`src/rtl/ptp_pkg.sv`:
```
// ptp_pkg: constants and types shared by the ptp_a deserializer and the
// ptp_b serializer. A frame is 20 bytes, packed MSB-first into five 32-bit words.
package ptp_pkg;

  localparam int PTP_WORD_W          = 32;
  localparam int PTP_NUM_WORDS       = 5;
  localparam int PTP_FRAME_W         = 160;
  localparam int PTP_BYTES_PER_FRAME = 20;
  localparam int PTP_BYTE_W          = 8;

  typedef logic [4:0] ptp_count_t;

  // Index of the byte whose capture completes a frame.
  localparam ptp_count_t PTP_LAST_BYTE = ptp_count_t'(PTP_BYTES_PER_FRAME - 1);

endpackage

```
`src/rtl/ptp_strobe_edge.sv`:
```
// ptp_strobe_edge: turns the byte strobe into a one-cycle pulse in clk_i.
// When PTP_A_SYNC_EN is defined, ctrl_i first passes through a 2-flop
// synchroniser; otherwise it feeds the edge detector directly.
// Ports:
//   clk_i    - system clock
//   reset_ni - asynchronous active-low reset
//   ctrl_i   - raw byte strobe
//   edge_o   - high for one cycle per rising edge of the (synchronised) strobe
module ptp_strobe_edge (
  input  logic clk_i,
  input  logic reset_ni,
  input  logic ctrl_i,
  output logic edge_o
);

  logic ctrl_s;
  logic ctrl_q;

`ifdef PTP_A_SYNC_EN
  logic [1:0] sync_q;

  always_ff @(posedge clk_i or negedge reset_ni) begin
    if (!reset_ni) begin
      sync_q <= 2'b00;
    end else begin
      sync_q <= {sync_q[0], ctrl_i};
    end
  end

  assign ctrl_s = sync_q[1];
`else
  assign ctrl_s = ctrl_i;
`endif

  always_ff @(posedge clk_i or negedge reset_ni) begin
    if (!reset_ni) begin
      ctrl_q <= 1'b0;
    end else begin
      ctrl_q <= ctrl_s;
    end
  end

  // Combinational so the byte is captured on the same edge that first
  // sees the strobe high; a held strobe yields only one pulse.
  assign edge_o = ctrl_s & ~ctrl_q;

endmodule

```
`src/rtl/ptp_a.sv`:
```
// ptp_a: byte-wide deserializer. Collects 20 strobed bytes MSB-first into a
// shadow frame and publishes all five 32-bit words atomically on completion.
// Optional macro PTP_A_SYNC_EN adds a 2-flop synchroniser on control_i.
// Ports:
//   clk_i, reset_ni            - clock, asynchronous active-low reset
//   control_i                  - byte strobe (rising edge accepts value_i)
//   restart_i                  - synchronous restart, drops the partial frame
//   value_i[7:0]               - incoming byte
//   value_a_o..value_e_o[31:0] - published words (value_a_o = bytes 0..3)
//   valid_o                    - one-cycle pulse on publish
//   count_o[4:0]               - bytes accepted in the current frame
module ptp_a
  import ptp_pkg::*;
(
  input  logic                  clk_i,
  input  logic                  reset_ni,
  input  logic                  control_i,
  input  logic                  restart_i,
  input  logic [PTP_BYTE_W-1:0] value_i,
  output logic [PTP_WORD_W-1:0] value_a_o,
  output logic [PTP_WORD_W-1:0] value_b_o,
  output logic [PTP_WORD_W-1:0] value_c_o,
  output logic [PTP_WORD_W-1:0] value_d_o,
  output logic [PTP_WORD_W-1:0] value_e_o,
  output logic                  valid_o,
  output logic [4:0]            count_o
);

  logic                   edge_s;
  logic [PTP_FRAME_W-1:0] shadow_q, shadow_d;
  logic [PTP_FRAME_W-1:0] pub_q, pub_d;
  ptp_count_t             count_q, count_d;
  logic                   valid_q, valid_d;

  ptp_strobe_edge u_strobe_edge (
    .clk_i    (clk_i),
    .reset_ni (reset_ni),
    .ctrl_i   (control_i),
    .edge_o   (edge_s)
  );

  always_comb begin
    shadow_d = shadow_q;
    pub_d    = pub_q;
    count_d  = count_q;
    valid_d  = 1'b0;
    // Restart has priority: a byte arriving in the same cycle is dropped.
    if (restart_i) begin
      count_d = '0;
    end else if (edge_s) begin
      for (int i = 0; i < PTP_BYTES_PER_FRAME; i++) begin
        if (count_q == ptp_count_t'(i)) begin
          shadow_d[PTP_FRAME_W-1-PTP_BYTE_W*i -: PTP_BYTE_W] = value_i;
        end
      end
      // Publish uses shadow_d so the final byte lands in the same cycle.
      if (count_q == PTP_LAST_BYTE) begin
        pub_d   = shadow_d;
        valid_d = 1'b1;
        count_d = '0;
      end else begin
        count_d = ptp_count_t'(count_q + 5'd1);
      end
    end
  end

  always_ff @(posedge clk_i or negedge reset_ni) begin
    if (!reset_ni) begin
      shadow_q <= '0;
      pub_q    <= '0;
      count_q  <= '0;
      valid_q  <= 1'b0;
    end else begin
      shadow_q <= shadow_d;
      pub_q    <= pub_d;
      count_q  <= count_d;
      valid_q  <= valid_d;
    end
  end

  assign value_a_o = pub_q[159:128];
  assign value_b_o = pub_q[127:96];
  assign value_c_o = pub_q[95:64];
  assign value_d_o = pub_q[63:32];
  assign value_e_o = pub_q[31:0];
  assign valid_o   = valid_q;
  assign count_o   = count_q;

endmodule

```
`config.mk`:
```
export PLATFORM = sky130hd
export DESIGN_NAME = ptp_a
export DESIGN_NICKNAME = d
export VERILOG_FILES = /design/src/rtl/ptp_pkg.sv /design/src/rtl/ptp_strobe_edge.sv /design/src/rtl/ptp_a.sv
export SDC_FILE = /design/constraint.sdc
export NUM_CORES = 1
export LEC_CHECK = 0
export CAP_MARGIN = 20
export CORE_MARGIN = 2
export CORE_UTILIZATION = 30
export DETAILED_ROUTE_END_ITERATION = 6
export PLACE_DENSITY = 0.61
export SKIP_CTS_REPAIR_TIMING = 1
export SYNTH_ARGS = -nofsm -noshare
export SYNTH_HDL_FRONTEND = slang
export SYNTH_HIERARCHICAL = 1
export SYNTH_SLANG_ARGS = --single-unit
```
`constraint.sdc`:
```
create_clock -name clk_i -period 2.3 [get_ports clk_i]
set_input_delay 0.46 -clock clk_i [delete_from_list [all_inputs] [get_ports clk_i]]
set_output_delay 0.46 -clock clk_i [all_outputs]
set_load 0.005 [all_outputs]
```
# Yosys cells after proc, flatten, opt, wreduce, memory -nomap -nowiden
# Cells that the tools add are included.
dict set report totals {
  ff_bits 327
  out_inout_bits 166
  word_cells 58
  inputBits 12
}
dict set report op_classes {
  mux 26
  n_eq_ne 19
  bitwise 3
  reduce_logical 4
  add_sub_neg 1
}
# operator count
set ops {}
lappend ops {{$mux 8} 20}
lappend ops {{$eq 5x4->1 const B} 8}
lappend ops {{$eq 5x3->1 const B} 4}
lappend ops {{$eq 5x5->1 const B} 4}
lappend ops {{$mux 5} 3}
lappend ops {{$eq 5x2->1 const B} 2}
lappend ops {{$add 5x1->5 const B} 1}
lappend ops {{$eq 5x1->1 const B} 1}
lappend ops {{$logic_not 5->1} 1}
lappend ops {{$mux 1} 3}
lappend ops {{$reduce_and 3->1} 1}
lappend ops {{$not 1->1} 2}
lappend ops {{$reduce_and 2->1} 1}
lappend ops {{$reduce_bool 2->1} 1}
lappend ops {{$and 1x1->1} 1}

# Longest topological paths before layout
dict set report depth {
  word_depth 4
  mapped_depth 8
}

# Cells and area by module
# The synthesis kept the hierarchy.
# module seq_area_each_um2 instances area_each_um2 cells_per_inst
set modules_own_cells {}
lappend modules_own_cells {ptp_a 7957.6 1 14092.3 909}
lappend modules_own_cells {ptp_strobe_edge 25.0 1 38.8 2}

# Worst setup path after synthesis
# Ideal clock, no wire load.
dict set report synth_path {
  path_type {register to register}
  from {register count_q[0], in the netlist count_o[0]}
  to {register pub_q[88]}
  required_time_ns 2.173
  t_arrival_ns 2.075
  path_stages_with_launch 8
  slack_ns 0.097
  period_less_slack_ns 2.203
  setup_ns 0.127
  path_cell_list {dfrtp_1 -> inv_1 -> ha_1 -> clkbuf_1 -> nor4bb_1 -> clkbuf_1 -> mux2_2 -> mux2_1}
}
dict set report synth_via {
  elab_chain_len 2
  elab_cells_between_ends 4
}
# element line_no
set synth_lines {}
lappend synth_lines {{start, declared} ptp_a.sv:32} ;# ptp_count_t count_q, count_d;
lappend synth_lines {{start signal, assigned} ptp_a.sv:76} ;# count_q <= count_d;
lappend synth_lines {{$eq 5x5->1 / $eq 5x4->1 (equally long branches)} {ptp_a.sv:57, ptp_a.sv:52}}
lappend synth_lines {{$reduce_and 3->1 (no source line) / $mux 8 (equally long branches)} --}
lappend synth_lines {{end signal, assigned} ptp_a.sv:75} ;# pub_q <= pub_d;
lappend synth_lines {{end, declared} ptp_a.sv:31} ;# logic [PTP_FRAME_W-1:0] pub_q, pub_d;
# Parallel ways exist; a longest one is shown, timed or not.
# A chain may end at the register's enable or synchronous reset.

# Worst setup path after layout
dict set report layout_path {
  from {register count_q[2], in the netlist count_o[2]}
  to {output port count_o[2]}
}
# element line_no
set layout_lines {}
lappend layout_lines {{end, declared} ptp_a.sv:26} ;# output logic [4:0] count_o
# No word-level cell between the ends.

==> flow_summary.json <==
{
  "clock_latency_ns": 0.55,
  "cts_sinks": 319,
  "ys_ff_latch": 319,
  "min_to": "u_strobe_edge/ctrl_q",
  "grt_max_degree": 68,
  "place.gp.congestion": 0.704,
  "vias": 8054,
  "synth_nets": 928,
  "ir_worst_vdd_mv": 0.438,
  "synth-seq-area-share_pct": 56.5,
  "r2r-start": "count_o[1]",
  "cts_tree": "done",
  "clockBufferDepth": 3,
  "max-cap-violations": 0,
  "grt_pass1_vias": 8818,
  "hold_class": "input pin to flop",
  "fill_cells": 4333,
  "wl_um": 34400,
  "crit_arrival_ns": 1.72,
  "post-dp-hpwl_um": 21500,
  "initial_utilization_pct": 30.4,
  "setup_viol": 0,
  "fp.dieW_um": 221,
  "min_from": "control_i",
  "syn_inst": 911,
  "diodes": 0,
  "fin_crit_ns": 2.18,
  "start_kind": "flop",
  "finalHoldViolations": 0,
  "drv_slew": 0,
  "worst_pin_slew_ns": 0.966,
  "core_sq_mm": 0.0466,
  "die_height_um": 221,
  "cp-end-kind": "output port",
  "drtIter0Drc": 306,
  "critical_path_class": "flop to output port",
  "fmax_mhz": 458,
  "io_buffers": 177,
  "yosysWarnings": 6,
  "dr.pass1.iters": 4,
  "power.total_mw": 12.3,
  "outcome": "finished, final reports clean",
  "critPathMaxStageDelay_ns": 0.59,
  "rsz0062_at_grt": "false",
  "rr_endpoint": "pub_q[22]",
  "critical_path.startpoint": "count_o[2]",
  "worstPathMaxFanout": 12,
  "dieArea_sq_mm": 0.0489,
  "grt_antenna_before_repair": 0,
  "ioPinCount": 178,
  "finClkSkew_ns": 0.0186,
  "rows": 79,
  "drive_above_1_share_pct": 44.7,
  "synth.avg_cell_area_sq_um": 15.5,
  "grt_overflow": 0,
  "synthDistinctLibCells": 33,
  "r2r_slack_ns": 0.13,
  "final_antenna_net_count": 0,
  "grt.total_usage_pct": 14.1,
  "cts-root-buf": "clkbuf_16",
  "relSlewSlack_pct": 35.6,
  "wl_per_cell_um": 19.6,
  "syn2layout_area_growth_pct": 28.9,
  "cts.reportedPaths.clkPinSlew_ns": 0.06,
  "min_period_over_period_pct": 95.0,
  "path_buf_inv": 2,
  "min_path_cells": 1,
  "grt_first_pass_wirelength_um": 53600,
  "viasPerCell": 4.59,
  "crit_chain": "buf_6 -> clkdlybuf4s50_1",
  "final_cell_mix": "342 x mux2_2, 316 x dfrtp_1, 167 x clkdlybuf4s50_1, 90 x mux2_1, 53 x buf_4",
  "syn-cell-area_sq_mm": 0.0141,
  "h-tree-depth": 2,
  "cp.required_ns": 1.84,
  "crit_family": "buffers and inverters",
  "setup_slack_ns": 0.116,
  "reg2reg_depth": 6,
  "slowest_stage": "clkdlybuf4s50_1",
  "layout.nets": 1139,
  "route.detailed.drc": 0,
  "p_leak_nw": 8.81,
  "cts_buffers": 38,
  "final_common_cell": "mux2_2",
  "place_ws_ns": -0.227,
  "powerDensity_mw_per_mm2": 676
}
## cells in the mapped netlist, drive strengths merged
library cell  count  share of area, %
inv               3             0.080
or4b              1             0.071
and4bb            2              0.18
nand3b            4              0.21
nand4b            3              0.44
nor2b             3              0.19
nor4bb            9              0.64
dfrtp           319                56
nor4b             5              0.84
mux2            440                35
nand2b            5              0.22
and3              3              0.13
ha                5              0.44
nand3             3              0.11
nor4              2              0.30
a21oi             3              0.11
nand2            10              0.27
buf              36               2.2
xor2              1             0.062
nor2              4              0.12
nand4bb           1             0.080
nand4             1             0.044
clkbuf           42               1.1
mux2i             1             0.071
nor3              2              0.23
or3               3              0.13
## sequential cells by signal (all words and copies together) (netlist names)
register / flops
count_o: 5
pub_q: 160
shadow_q: 152
u_strobe_edge/ctrl_q: 1
valid_o: 1
## power breakdown
group | leakage (nW) | switching, mW | total, mW | internal, mW
Clock | 0.607 | 2.37 | 5.96 | 3.59
Sequential | 4.40 | 0.0530 | 5.78 | 5.73
Combinational | 3.81 | 0.331 | 0.572 | 0.241
Total | 8.81 | 2.75 | 12.3 | 9.57
## logic make-up after synthesis
kind of cell               after synthesis  share of synthesized area (%)
muxes                                  441                           35.3
DFF                                    319                           56.5
buffers and inverters                   81                           3.35
and+or+nand+nor                         61                           4.21
adders and majority gates                5                          0.443
AOI/OAI and AO/OA                        3                          0.106
xor gates and xnor gates                 1                         0.0620
## metal layers
layer / part of all wire [%] / track usage [%]
met4: 2.6 / 5.22
met5: 0 / 0
met3: 3.9 / 2.78
met1: 45 / 18.6
met2: 48 / 23.0
## worst reg2reg max path, cell delays in order, from the launching register on
cell and delay [ns]:
dfrtp_1 0.40, inv_1 0.10, ha_2 0.29, nor4bb_2 0.39, buf_4 0.25, mux2_2 0.36
mux2_2 0.26
## final cells by class
cell class	instances	area (sq um)	area share, %
clock inverter	9	116	0.639
sequential	319	7990	43.9
clock buffer	57	1120	6.16
multi-input combinational	511	5720	31.4
tap	607	759	4.17
inverter	3	11.3	0.0618
timing repair buffer	249	2500	13.7
## worst max-delay path by stage
stage	to	slack [ns]	depth (start not counted)
final	count_o[2]	0.12	2
after global routing	pub_q[19]	0.03	6
after CTS	count_o[4]	-0.32	2
after detailed placement	pub_q[12]	-0.23	6
after global placement	pub_q[10]	-0.20	6
after floorplan	pub_q[88]	0.1	7
## per-stage QoR
step | cell area, sq um | cells | TNS [ns] | hold WS (ns) | util (%)
6_report | 18200 | 1755 | 0 | 0.395 | 39.1
5_1_grt | 18200 | 1755 | 0 | 0.379 | 39.1
4_1_cts | 18100 | 1749 | -0.524 | -0.139 | 38.9
3_5_place_dp | 16900 | 1683 | -32.43 | 0.460 | 36.2
3_3_place_gp | 16900 | 1683 | -28.04 | 0.450 | 36.2
2_1_floorplan | 14100 | 911 | 0 | 0.164 | -
(Power assumes the default switching activity.)
